==> src/rtl/npu_output_interface.sv <==
// npu_output_interface
// Output stage of the NPU. Results from the sigmoid stage are formatted,
// optionally packed two per 32-bit word, and queued in a first-word-fall-through
// FIFO that the host drains.
//
// Build option: define NPU_OUTPUT_OVERFLOW_EN to implement the sticky
// npu_output_overflow flag. When the macro is undefined, a push into a full
// FIFO is still dropped, and npu_output_overflow is tied low.
module npu_output_interface #(
   parameter int DEPTH  = 16,
   parameter int ADDR_W = 4
) (
   input  logic        CLK,
   input  logic        RST,
   input  logic [15:0] npu_output_interface_din,
   input  logic        npu_output_interface_din_en,
   input  logic [15:0] npu_output_interface_conf_data,
   input  logic        npu_output_interface_conf_data_en,
   input  logic        npu_output_flush,
   input  logic        npu_output_fifo_read_en,
   output logic [31:0] npu_output_data,
   output logic        npu_output_fifo_empty,
   output logic        npu_output_fifo_full,
   output logic        npu_output_overflow
);

   // Packer states
   localparam logic [0:0] HALF_EMPTY = 1'b0;
   localparam logic [0:0] HAVE_LOW   = 1'b1;

   localparam logic [ADDR_W:0] DEPTH_C = (ADDR_W+1)'(DEPTH);

   // Format register: bit0 = PACK, bit1 = ZEXT
   logic [1:0]        fmt_q, fmt_d;
   logic [0:0]        state_q, state_d;
   logic [15:0]       low_q, low_d;

   // FIFO state
   logic [31:0]       mem_q [DEPTH];
   logic [ADDR_W-1:0] wr_ptr_q, wr_ptr_d;
   logic [ADDR_W-1:0] rd_ptr_q, rd_ptr_d;
   logic [ADDR_W:0]   count_q, count_d;

   // Packer-to-FIFO handshake
   logic              push_req;
   logic [31:0]       push_word;
   logic              do_pop;
   logic              do_push;
   logic              fifo_empty;
   logic              fifo_full;

   logic              pack;
   logic              zext;
   logic              unused_conf;

   assign pack        = fmt_q[0];
   assign zext        = fmt_q[1];
   assign unused_conf = ^npu_output_interface_conf_data[15:2];

   // Packer: format the incoming result and decide whether a word is pushed
   // this cycle. A same-cycle format write is seen only from the next cycle.
   always_comb begin
      push_req  = 1'b0;
      push_word = '0;
      state_d   = state_q;
      low_d     = low_q;
      fmt_d     = fmt_q;

      if (npu_output_interface_conf_data_en) begin
         fmt_d = npu_output_interface_conf_data[1:0];
      end

      if (npu_output_interface_din_en) begin
         if (!pack) begin
            push_req  = 1'b1;
            push_word = {zext ? 16'h0000 : {16{npu_output_interface_din[15]}},
                         npu_output_interface_din};
         end else if (state_q == HAVE_LOW) begin
            // Incoming result completes the word; a concurrent flush adds nothing.
            push_req  = 1'b1;
            push_word = {npu_output_interface_din, low_q};
            state_d   = HALF_EMPTY;
         end else if (npu_output_flush) begin
            push_req  = 1'b1;
            push_word = {16'h0000, npu_output_interface_din};
         end else begin
            low_d   = npu_output_interface_din;
            state_d = HAVE_LOW;
         end
      end else if ((state_q == HAVE_LOW) &&
                   (npu_output_flush || npu_output_interface_conf_data_en)) begin
         // Flush or format change drains the pending half, zero-padded.
         push_req  = 1'b1;
         push_word = {16'h0000, low_q};
         state_d   = HALF_EMPTY;
      end
   end

   // Packer and format registers
   always_ff @(posedge CLK or posedge RST) begin
      if (RST) begin
         fmt_q   <= '0;
         state_q <= HALF_EMPTY;
         low_q   <= '0;
      end else begin
         fmt_q   <= fmt_d;
         state_q <= state_d;
         low_q   <= low_d;
      end
   end

   assign fifo_empty = (count_q == '0);
   assign fifo_full  = (count_q == DEPTH_C);

   // Pop only when data is present; push is accepted when there is room or
   // when a pop frees a slot in the same cycle.
   assign do_pop  = npu_output_fifo_read_en && !fifo_empty;
   assign do_push = push_req && (!fifo_full || do_pop);

   // FIFO pointer and occupancy next-state
   always_comb begin
      wr_ptr_d = wr_ptr_q;
      rd_ptr_d = rd_ptr_q;
      count_d  = count_q;
      if (do_push) begin
         wr_ptr_d = wr_ptr_q + ADDR_W'(1);
      end
      if (do_pop) begin
         rd_ptr_d = rd_ptr_q + ADDR_W'(1);
      end
      case ({do_push, do_pop})
         2'b10:   count_d = count_q + (ADDR_W+1)'(1);
         2'b01:   count_d = count_q - (ADDR_W+1)'(1);
         default: count_d = count_q;
      endcase
   end

   // FIFO pointers and occupancy
   always_ff @(posedge CLK or posedge RST) begin
      if (RST) begin
         wr_ptr_q <= '0;
         rd_ptr_q <= '0;
         count_q  <= '0;
      end else begin
         wr_ptr_q <= wr_ptr_d;
         rd_ptr_q <= rd_ptr_d;
         count_q  <= count_d;
      end
   end

   // FIFO storage write (storage is not reset)
   always_ff @(posedge CLK) begin
      if (do_push) begin
         mem_q[wr_ptr_q] <= push_word;
      end
   end

`ifdef NPU_OUTPUT_OVERFLOW_EN
   logic ovf_q;

   // Sticky overflow: set when a requested push is dropped, cleared only by reset
   always_ff @(posedge CLK or posedge RST) begin
      if (RST) begin
         ovf_q <= 1'b0;
      end else if (push_req && !do_push) begin
         ovf_q <= 1'b1;
      end
   end

   assign npu_output_overflow = ovf_q;
`else
   assign npu_output_overflow = 1'b0;
`endif

   assign npu_output_data       = mem_q[rd_ptr_q];
   assign npu_output_fifo_empty = fifo_empty;
   assign npu_output_fifo_full  = fifo_full;

endmodule

==> config.mk <==
export PLATFORM = sky130hd
export DESIGN_NAME = npu_output_interface
export DESIGN_NICKNAME = d
export VERILOG_FILES = /design/src/rtl/npu_output_interface.sv
export SDC_FILE = /design/constraint.sdc
export NUM_CORES = 1
export LEC_CHECK = 0
export ABC_AREA = 1
export BUFFER_PORTS_ARGS = -buffer_cell sky130_fd_sc_hd__buf_2
export CAP_MARGIN = 20
export CORE_ASPECT_RATIO = 1.75
export CORE_UTILIZATION = 28
export DETAILED_ROUTE_END_ITERATION = 8
export GPL_ROUTABILITY_DRIVEN = 1
export HOLD_SLACK_MARGIN = 0.08
export PLACE_DENSITY = 0.49
export SYNTH_ARGS = -nofsm -noshare
export SYNTH_HDL_FRONTEND = slang
export SYNTH_SLANG_ARGS = --single-unit
==> constraint.sdc <==
create_clock -name CLK -period 5.9 [get_ports CLK]
set_input_delay 0.59 -clock CLK [delete_from_list [all_inputs] [get_ports CLK]]
set_output_delay 0.59 -clock CLK [all_outputs]
set_load 0.03 [all_outputs]
# ---- Yosys cells after proc, flatten, opt, wreduce, memory -nomap -nowiden
# Memory sizes are Yosys's and may differ from the RTL's.
# Index checks and enable logic that the tools add are counted.
dict set report classes {
  addsub 4
  n_mul 0
  n_div 0
  n_lt_le_gt_ge 0
  eq_ne 4
  n_shift 0
  n_mux 19
  bitwise_logic 2
  reduce_logical 12
}
# operator n
set ops {}
lappend ops {{32-bit two-way mux} 3}
lappend ops {{16-bit two-way mux} 3}
lappend ops {{1-bit two-way mux} 12}
lappend ops {{5-bit one-hot mux with 2 select lines} 1}
lappend ops {{4-bit by 1-bit adder with 4-bit output, second input constant} 2}
lappend ops {{5-bit by 1-bit adder with 5-bit output, second input constant} 1}
lappend ops {{5-bit == test, second input constant} 1}
lappend ops {{5-bit zero test} 1}
lappend ops {{5-bit by 1-bit subtractor with 5-bit output, second input constant} 1}
lappend ops {{4-bit AND reduction} 1}
lappend ops {{2-bit nonzero test} 2}
lappend ops {{1-bit logical AND} 3}
lappend ops {{2-bit by 1-bit == test with 1-bit output, second input constant} 1}
lappend ops {{2-bit == test, second input constant} 1}
lappend ops {{1-bit zero test} 2}
lappend ops {{1-bit logical OR} 2}
lappend ops {{2-bit by 1-bit inequality test with 1-bit output, second input constant} 1}
lappend ops {{1-bit NOT} 2}
lappend ops {{2-bit AND reduction} 1}
dict set report totals {
  ff_bits 32
  latchBits 0
  ram_bits 512
  mem_bits_ro 0
  inputBits 38
  output_inout_bits 35
  word_cells 48
  memories 1
}
# memory words width rd rd_ports_with_merged_regs write_ports line_no
set memory_table {}
lappend memory_table {mem_q 16 32 1 0 1 39} ;# logic [31:0] mem_q [DEPTH];

# ---- Longest topological paths before layout
dict set report depth {
  depth_word 7
  depth_mapped 17
  ltp_nobuf 17
}

# ---- Worst setup path before layout
# OpenSTA, ideal clock, no wires.
dict set report synth_path {
  path_type {input port to flip-flop}
  startpoint {input npu_output_flush}
  endpoint {memory mem_q[0][0], enable pin}
  arrival_ns 2.548
  required_time_ns 5.479
  path_slack_ns 2.931
  path_stages 8
  n_path_buf 0
  path_cell_list {nor2_1 -> nand2_1 -> nand2_1 -> nand2_1 -> nand2_1 -> inv_2 -> nand2_1 -> nor2_1}
}
dict set report synth_between {
  elab_chain_len 7
}
# item line_no
set synth_rtl {}
lappend synth_rtl {{start, declared} 19} ;# input logic npu_output_flush,
lappend synth_rtl {{1-bit two-way mux or 1-bit logical OR (tied branches)} {83, 91}}
lappend synth_rtl {{1-bit two-way mux or 1-bit logical AND (tied branches)} {78, 90}}
lappend synth_rtl {{1-bit two-way mux (on tied branches)} {74, 90}}
lappend synth_rtl {{1-bit two-way mux (*)} 73} ;# if (npu_output_interface_din_en) begin
lappend synth_rtl {{1-bit logical AND (*)} 118} ;# assign do_push = push_req && (!fifo_full || do_pop);
lappend synth_rtl {{1-bit two-way mux (*)} 153} ;# if (do_push) begin
lappend synth_rtl {{1-bit two-way mux (not written as such) (*)} 154} ;# mem_q[wr_ptr_q] <= push_word;
lappend synth_rtl {{end, declared} 39}
# Every way passes the cells marked *; elsewhere a longest branch is shown, timed or not.

# ---- Final worst setup path
dict set report layout_path {
  startpoint {register rd_ptr_q[2]}
  endpoint {output npu_output_data[24]}
}
dict set report layout_between {
  elab_chain_len 1
}
# item line_no
set layout_rtl {}
lappend layout_rtl {{start, declared} 41} ;# logic [ADDR_W-1:0] rd_ptr_q, rd_ptr_d;
lappend layout_rtl {{start signal, assigned} 146} ;# rd_ptr_q <= rd_ptr_d;
lappend layout_rtl {{memory 16 x 32 bit} -}
lappend layout_rtl {{end, declared} 21} ;# output logic [31:0] npu_output_data,
# Every way passes these cells.

==> impl_metrics.toml <==
[run_status]
status = "finished, final reports clean"

[finish]
fillers = 8058
drive_gt1_frac = 0.106
syn2layout_area_growth_pct = 13.2
utilization = 0.321
multi_input_area_mm2 = 0.00492
seqCellArea_mm2 = 0.0162
final_nets = 1986

[hold_path]
hp-class = "in2async"

[pwr]
power_density_mw_per_mm2 = 481
clockPowerShare = 0.250
comb_power_share = 0.347
switching_share = 0.385
switchingPower_w = 0.00479
seqPwrFrac = 0.403
internal_power_w = 0.00766
peakVddDrop_v = 0.000337
p_leak_nw = 9.65

[detailed_routing]
routed_wl_mm = 58.2
wl_per_cell_um = 19.2
drtIter0Drc = 1045
vias = 14000
ant_nets = 0
drt-pass1-iter-count = 5
vias_per_cell = 4.62
drc_errors = 0

[global_route]
grt_pass1_vias = 13700
grtUsageTotal = 0.141
grt_antenna_before_repair = 3
grt_max_degree = 153
grt_pass1_wl_mm = 87.1
gr-total-overflow = 0

[clock_network]
cts_hold_buf = 0
cts_buffer_depth = 3
ctsResizeCount = 0
postCtsSetupRepairBufs = 0
root_buffer = "clkbuf_16"
path_clk_slew_ns = 0.07
cts_tree = "done"
clock-sinks = 544
clock_latency_ns = 0.60
numCtsBuffers = 49
htreeDepth = 2

[critical_path]
r2r-start = "state_q$_DFFE_PP0P_"
critPathArrivalTime_ns = 3.37
cp-start-kind = "flip-flop"
worstSetupPathType = "reg2out"
critPathRequiredTime_ns = 5.31
path_max_fanout = 34
critPathCaptureType = "output pin"
crit_start = "rd_ptr_q[2]$_DFFE_PP0P_"

[place]
numPortBuffers = 57
dp_slack_ns = 1.96
dp.final_hpwl_mm = 33.1
gp_congestion = 0.757

[floorplan]
core_mm2 = 0.0808
initial_utilization = 0.283
die_x_um = 218
pin_count = 73
die_area_mm2 = 0.0829
row_count = 138
die_y_um = 380

[yosys]
synth_cell_type_count = 31
synthCells = 1894
synth_mux_area_frac = 0
ys.flop_type = "edfxtp_1"
async_flop_share = 0.0588
yosysSeqAreaShare = 0.707
synth-simple-area-share = 0.0873
synth_area_mm2 = 0.0229
synthAdderAreaFrac = 0.00525
synth-edff-count = 512
ys_warn_count = 0
synth_top_family_by_area = "compound AO/OA/AOI/OAI gates"
syn_nets = 1941
synth_xor_area_frac = 0.00306
synth-compound-area-share = 0.114
ys_seq_elements = 544
syn_area_per_cell_um2 = 12.1

[timing]
fmax_ghz = 0.252
fin_crit_ns = 3.96
setup_viol = 0
final-max-slew-violation-count = 0
rsz0062_at_grt = "false"
period_share = 0.672
finClkSkew_ns = 0.0295
worst_pin_slew_ns = 1.08
slew_headroom = 0.280
finalHoldViolCount = 0
tns_ns = 0
fin_ws_ns = 1.94

[run]
drv_cap = 0
final timing paths:
path / end / slack, ns / cells after the start
max in group asynchronous: rd_ptr_q[0]$_DFFE_PP0P_ / 5.46 / 3
worst min-delay path: low_q[11]$_DFFE_PP0P_ / 0.08 / 3
worst max-delay path: npu_output_data[24] / 1.94 / 6
worst min register to register: low_q[13]$_DFFE_PP0P_ / 0.49 / 2
min in group CLK: fmt_q[1]$_DFFE_PP0P_ / 0.22 / 3
worst max register to register: mem_q[5][3]$_DFFE_PP_ / 1.98 / 9
worst max-delay path, stage by stage, from the launching register on:
cell,delay (ns)
dfrtp_2,0.67
inv_2,0.74
buf_4,0.61
nand3_1,0.20
nand3_1,0.11
nand2_1,0.16
buf_2,0.22
registers in the layout, summed over array words and instances, names as in the netlist:
register / count
mem_q: 512
count_q: 5
wr_ptr_q: 4
low_q: 16
rd_ptr_q: 4
state_q: 1
fmt_q: 2
layer usage:
layer	GRT usage	up-vias	routed length [µm]
li1	-	6722	-
met3	0.0140	76	1970
met2	0.252	274	30200
met4	0.0404	4	1260
met1	0.177	6907	24700
met5	0	-	22
cell families (layout without fill, tap and decap cells):
kind of cell               Yosys count  in the layout
xor gates and xnor gates             8              8
other                                1              2
DFF                                544            544
AOI/OAI and AO/OA                  444            444
buffers and inverters              426            507
adders and majority gates            9              9
and+or+nand+nor                    462            462
synth_stat cells, types with 2 or more instances:
cell,number,area (µm²)
dfrtp_1,32,801
o21ai_0,87,435
xnor2_1,2,17.5
clkbuf_1,42,158
inv_1,305,1140
nor2_1,40,150
a21oi_2,2,17.5
xor2_1,6,52.6
buf_4,6,45.0
clkinv_1,3,11.3
clkbuf_2,2,10.0
nand3_1,200,1000
o32ai_1,10,87.6
nand2_2,4,25.0
nand2_1,217,815
buf_1,5,18.8
o211ai_1,128,961
a21oi_1,147,736
o21ai_1,62,310
ha_1,8,100
edfxtp_1,512,15400
o22ai_1,6,37.5
buf_2,28,140
buf_6,33,372
layout by cell type (no fill, tap or decap), drive strengths merged, types with 2 or more instances in the layout:
master  synthesis  routed
a21oi         149     149
buf            73     108
bufinv          0       3
clkbuf         44      65
clkinv          3      20
dfrtp          32      32
edfxtp        512     512
ha              8       8
inv           306     311
nand2         221     221
nand3         200     200
nor2           40      40
o211ai        128     128
o21ai         149     149
o22ai           6       6
o32ai          10      10
xnor2           2       2
xor2            6       6
per-stage QoR:
| stage | power [W] | hold WS (ns) | instance area (µm²) | std cells |
|---|---|---|---|---|
| after floorplan | 0.00825 | 0.442 | 22900 | 1894 |
| after global placement | 0.00942 | 0.467 | 24200 | 2926 |
| after detailed placement | 0.00948 | 0.473 | 24300 | 2932 |
| after CTS | 0.0126 | 0.0839 | 25800 | 3019 |
| after global routing | 0.0132 | 0.116 | 25900 | 3026 |
| final | 0.0125 | 0.0811 | 25900 | 3026 |
power by group through the flow:
stage | Sequential (W) | Combinational, W | Clock, W
after floorplan | 0.00492 | 0.00334 | 0
after global routing | 0.00506 | 0.00480 | 0.00330
after CTS | 0.00510 | 0.00431 | 0.00318
after detailed placement | 0.00519 | 0.00430 | 0
after global placement | 0.00517 | 0.00425 | 0
final | 0.00501 | 0.00432 | 0.00312
cell type report:
| class | count | area share |
|---|---|---|
| inverter | 309 | 0.0448 |
| sequential | 544 | 0.625 |
| tap | 1050 | 0.0507 |
| clock buffer | 62 | 0.0504 |
| timing repair buffer | 111 | 0.0312 |
| multi-input combinational | 924 | 0.190 |
| antenna | 1 | 0.0000966 |
| clock inverter | 25 | 0.00807 |
Power figures use the tool's default switching activity.
